File: src/rtl/x_usr_access_capture_pkg.sv
// rtl/x_usr_access_capture_pkg.sv - shared state encoding and counter width for the USR_ACCESS reader
package x_usr_access_capture_pkg;

  localparam int CNT_W = 8;

  typedef enum logic [1:0] {
    IDLE = 2'd0,
    QUAL = 2'd1,
    HOLD = 2'd2,
    LOCK = 2'd3
  } state_t;

endpackage

File: src/rtl/x_usr_access_sync.sv
// rtl/x_usr_access_sync.sv - async-reset multi-flop synchroniser chain
module x_usr_access_sync #(
  parameter int WIDTH  = 1,
  parameter int STAGES = 2
) (
  input  logic             clk,
  input  logic             rst,
  input  logic [WIDTH-1:0] d,
  output logic [WIDTH-1:0] q
);

  logic [WIDTH-1:0] chain [STAGES];

  // Shift the asynchronous input through STAGES flops; chain clears on reset
  always_ff @(posedge clk or posedge rst) begin
    if (rst) begin
      for (int i = 0; i < STAGES; i++) chain[i] <= '0;
    end else begin
      chain[0] <= d;
      for (int i = 1; i < STAGES; i++) chain[i] <= chain[i-1];
    end
  end

  assign q = chain[STAGES-1];

endmodule

File: src/rtl/x_usr_access_capture.sv
// rtl/x_usr_access_capture.sv - qualifies the USR_ACCESS word and hands it to a consumer
module x_usr_access_capture
  import x_usr_access_capture_pkg::*;
#(
  parameter int SYNC_STAGES   = 2,
  parameter int STABLE_CYCLES = 4,
  parameter     LOC           = "UNPLACED"
) (
  input  logic        CLK,
  input  logic        RST,
  input  logic        DATAVALID_IN,
  input  logic [31:0] DATA_IN,
  output logic [31:0] O_DATA,
  output logic        O_VALID,
  input  logic        O_READY,
  output logic        CHANGED,
  output logic        LOCKED
);

  localparam logic [CNT_W-1:0] STABLE = CNT_W'(STABLE_CYCLES);

  // LOC is a placement attribute only; it is referenced here so it rides on the instance
  if ($bits(LOC) == 0) begin : g_loc
  end

  logic             dv_s;
  logic [31:0]      d_s;
  logic [31:0]      d_p;
  logic             equal;
  logic [CNT_W-1:0] cnt;
  logic [CNT_W-1:0] cnt_inc;
  logic             have_word;
  state_t           state;

  x_usr_access_sync #(.WIDTH(1), .STAGES(SYNC_STAGES)) u_sync_dv (
    .clk (CLK),
    .rst (RST),
    .d   (DATAVALID_IN),
    .q   (dv_s)
  );

  x_usr_access_sync #(.WIDTH(32), .STAGES(SYNC_STAGES)) u_sync_data (
    .clk (CLK),
    .rst (RST),
    .d   (DATA_IN),
    .q   (d_s)
  );

  assign equal   = (d_s == d_p);
  assign cnt_inc = (cnt == STABLE) ? cnt : cnt + 1'b1;

  // One-cycle delayed copy of the synced word for the stability compare
  always_ff @(posedge CLK or posedge RST) begin
    if (RST) d_p <= '0;
    else     d_p <= d_s;
  end

  // Qualification FSM with stable counter, accepted-word flag and registered outputs
  always_ff @(posedge CLK or posedge RST) begin
    if (RST) begin
      state     <= IDLE;
      cnt       <= '0;
      have_word <= 1'b0;
      O_DATA    <= '0;
      O_VALID   <= 1'b0;
      CHANGED   <= 1'b0;
      LOCKED    <= 1'b0;
    end else begin
      CHANGED <= 1'b0;
      LOCKED  <= 1'b0;
      case (state)
        IDLE: begin
          cnt <= '0;
          if (dv_s) state <= QUAL;
        end
        QUAL: begin
          if (!dv_s) begin
            state <= IDLE;
            cnt   <= '0;
          end else if (!equal) begin
            cnt <= '0;
          end else if (cnt_inc == STABLE) begin
            cnt <= STABLE;
            if (have_word && (d_s == O_DATA)) begin
              // Same word as last delivered: relock silently
              state  <= LOCK;
              LOCKED <= 1'b1;
            end else begin
              O_DATA    <= d_s;
              O_VALID   <= 1'b1;
              CHANGED   <= have_word;
              have_word <= 1'b1;
              state     <= HOLD;
            end
          end else begin
            cnt <= cnt_inc;
          end
        end
        HOLD: begin
          // Word stays offered regardless of dv_s until the consumer takes it
          if (O_READY) begin
            O_VALID <= 1'b0;
            state   <= LOCK;
            LOCKED  <= dv_s && (d_s == O_DATA);
          end
        end
        LOCK: begin
          if (!dv_s) begin
            state <= IDLE;
            cnt   <= '0;
          end else if (d_s != O_DATA) begin
            state <= QUAL;
            cnt   <= '0;
          end else begin
            LOCKED <= 1'b1;
          end
        end
        default: state <= IDLE;
      endcase
    end
  end

endmodule

File: config.mk
export PLATFORM = sky130hd
export DESIGN_NAME = x_usr_access_capture
export DESIGN_NICKNAME = d
export VERILOG_FILES = /design/src/rtl/x_usr_access_capture_pkg.sv /design/src/rtl/x_usr_access_sync.sv /design/src/rtl/x_usr_access_capture.sv
export SDC_FILE = /design/constraint.sdc
export NUM_CORES = 1
export LEC_CHECK = 0
export CORE_MARGIN = 2
export CORE_UTILIZATION = 58
export DETAILED_ROUTE_END_ITERATION = 16
export PLACE_DENSITY = 0.92
export SYNTH_ARGS = -nofsm -noshare
export SYNTH_HDL_FRONTEND = slang
export SYNTH_SLANG_ARGS = --single-unit
File: constraint.sdc
create_clock -name CLK -period 15 [get_ports CLK]
set_clock_uncertainty 0.15 [all_clocks]
set_input_delay 3 -clock CLK [delete_from_list [all_inputs] [get_ports CLK]]
set_output_delay 3 -clock CLK [all_outputs]
set_load 0.05 [all_outputs]
==> metrics.md <==
| Metric | Value |
|---|---|
| Final WS setup | `10070 ps` |
| Critical Path Max Stage Delay | `840 ps` |
| Final Max Tran Viols | `0` |
| DIE WIDTH | `99.98 um` |
| CP Cell Sequence | `clkdlybuf4s50_1` |
| CTS max path bufs | `2` |
| Commonest cells after routing, fill and taps aside | `dfrtp_1 (144), clkdlybuf4s50_1 (70), xnor2_1 (35)` |
| Crit path buf inv count | `1` |
| WP data required | `between 10000 and 15000 ps` |
| Row count | `35` |
| Io pins | `71` |
| Crit-path max FO | `3` |
| Syn Inst Count | `350` |
| Placed Area | `roughly 6000 um^2` |
| Largest net degree at the start of global routing | `74` |
| Mapped cell area | `5343 um^2` |
| Tot Pwr | `848.9 uW` |
| Total gr overflow | `0` |
| Period utilization | `32.88%` |
| DP Worst Slack | `about 10000 ps` |
| Post-synthesis sequential element count | `144` |
| Core area | `approximately 9100 um^2` |
| Power per cell area | `127.1 nW/um^2` |
| Cts hold-fix bufs | `0` |
| H-Tree Depth | `4` |
| Final nets | `471` |
| Syn avg cell area | `15.26 um^2` |
| VDD IR max | `0.1037 mV` |
| Final-report hold violation count | `0` |
| Fillcell total | `521` |
| Global-route wire length before repair | `about 17000 um` |
| Critical-path top delay cell | `clkdlybuf4s50_1` |
| MaxCap Viol Count | `0` |
| Lkg Pwr | `slightly below 0.003 uW` |
| Clk Latency, worst-skew pair | `520 ps` |
| Status | `finished clean` |
| Setup CP Type | `reg -> out` |
| Cell family with most CP delay | `buffers and inverters` |
| WL per Instance | `around 19 um` |
| Cell variety after synth | `37` |
| Final GP Congestion | `0.8029` |
| Non-Filler Instances | `557` |
| Synth Net Count | `388` |
| Clk pin slew, worst setup/hold paths | `60 ps` |
| Top_reg_cell synth | `dfrtp_1` |
| TritonCTS clock tree | `built` |
| Most common cell after layout, fill and taps aside | `dfrtp_1` |
| Total Routing Usage GR | `23.40%` |
| CP startpoint kind | `flip-flop` |
| Async S/R FF share, synth | `100.0%` |
| Detailed Route Iter0 Violations | `149` |
| Worst Tran Pin Value | `1133 ps` |
| Antenna Violating Nets Remaining | `0` |
| Die area | `roughly 10000 um^2` |
| Cts bufs inserted | `17` |
| Initial antenna violation count | `0` |
| Vias | `3088` |
| Placed insts | `525` |
| Number of synthesized flops with an enable pin | `0` |
| Setup TNS Final | `0 ps` |
| CTS Root Cell | `clkbuf_8` |
| Area grow syn2layout | `25.04%` |
| Design Area, Final | `roughly 6700 um^2` |
| Die Span Y | `99.98 um` |
| Hold crit path type | `reg -> reg` |
| RSZ-0062 raised after global routing | `no` |
| Post-CTS Resized | `0` |
| Final HPWL DP | `6464 um` |
| Clock Sinks | `144` |
| Worst Setup End Kind | `primary output` |
| N_diodes | `0` |
| DR vias/cell | `5.544` |
| DRT Pass-1 Iters | `4` |
| Seq/Total Area, Yosys | `67.45%` |
| Buffers on Ports | `70` |
| Post-CTS Setup Inserts | `0` |
| Starting Density | `58.94%` |
| Share of layout cells above drive strength 1 | `between 10% and 20%` |
| Max_slew headroom | `around 24%` |
| Fmax | `approximately 200 MHz` |
| WL final | `around 11000 um` |
| Final setup violation count | `0` |
| # DRC | `0` |
| Fin crit period | `4933 ps` |
| Arr. time, crit path | `1780 ps` |
| Via count of the first global-routing pass | `3286` |
| Syn. warnings | `0` |
==> cell usage after synthesis (4+ instances only) <==
library cell	count	area share (%)
nor2_1	7	0.49
nor4_1	12	1.4
nand3_1	11	1.0
mux2_4	29	8.1
a21oi_1	5	0.47
xnor2_1	35	5.7
nand2_1	9	0.63
a21o_1	4	0.56
nand4_1	9	1.1
o21ai_0	5	0.47
xor2_1	32	5.2
dfrtp_1	144	67
inv_1	11	0.77
==> stage by stage <==
stage	hold WS, ps	utilization [%]
finish	196.7	73.69
CTS	198.1	73.69
detailed placement	184.7	67.36
global route	200.3	73.69
global placement	183.0	67.36
floorplan	181.2	-
==> sequential cells by signal (all words and copies together) (netlist names), 8 cells and up, named ones only <==
signal,count
O_DATA,32
d_p,32
cnt,8
u_sync_data.chain,32
u_sync_data.q,32
==> power by group <==
part           switching [uW]  internal (uW)
Sequential               11.0            402
Clock                     166            239
Combinational            15.4           15.3
==> layer usage <==
metal	track usage [%]	vias to the layer above	part of all wire, %
li1	-	1375	-
met1	29.56	1568	41
met2	38.25	119	51
met3	6.685	26	4.7
met4	10.12	0	3.0
met5	0	-	0
==> logic make-up (layout without fill, tap and decap cells) <==
| kind of cell | after synthesis | in the layout | share of synthesized area [%] |
|---|---|---|---|
| flops | 144 | 144 | 67.45 |
| buf+inv | 18 | 114 | 2.459 |
| xor+xnor | 67 | 67 | 10.98 |
| fa+ha+maj | 2 | 2 | 0.4683 |
| mux | 32 | 32 | 8.782 |
| simple gates | 60 | 60 | 6.300 |
| compound gates | 27 | 27 | 3.560 |
==> area by class of cell <==
type / count / area [um^2] / area share [%]
clock inverter: 14 / 156.4 / 2.341
timing repair buffer: 71 / 708.2 / 10.60
multi-input combinational: 188 / 1609 / 24.09
tap: 111 / 138.9 / 2.079
sequential: 144 / 3603 / 53.94
inverter: 11 / 46.29 / 0.6930
clock buffer: 18 / 417.9 / 6.256
==> final timing paths <==
path	start	endpoint	slack (ps)	cells past startpoint
max reg2reg	u_sync_data.q[2]	O_DATA[7]	10860	6
min reg2reg	u_sync_data.chain[38]	u_sync_data.q[6]	200	0
max in group asynchronous	RST	u_sync_data.q[1]	10580	3
min	u_sync_data.chain[38]	u_sync_data.q[6]	200	0
max	O_DATA[20]	O_DATA[20]	10070	1
min in group asynchronous	RST	u_sync_data.chain[55]	2790	2
No activity file was read; power rests on OpenSTA's default activity.
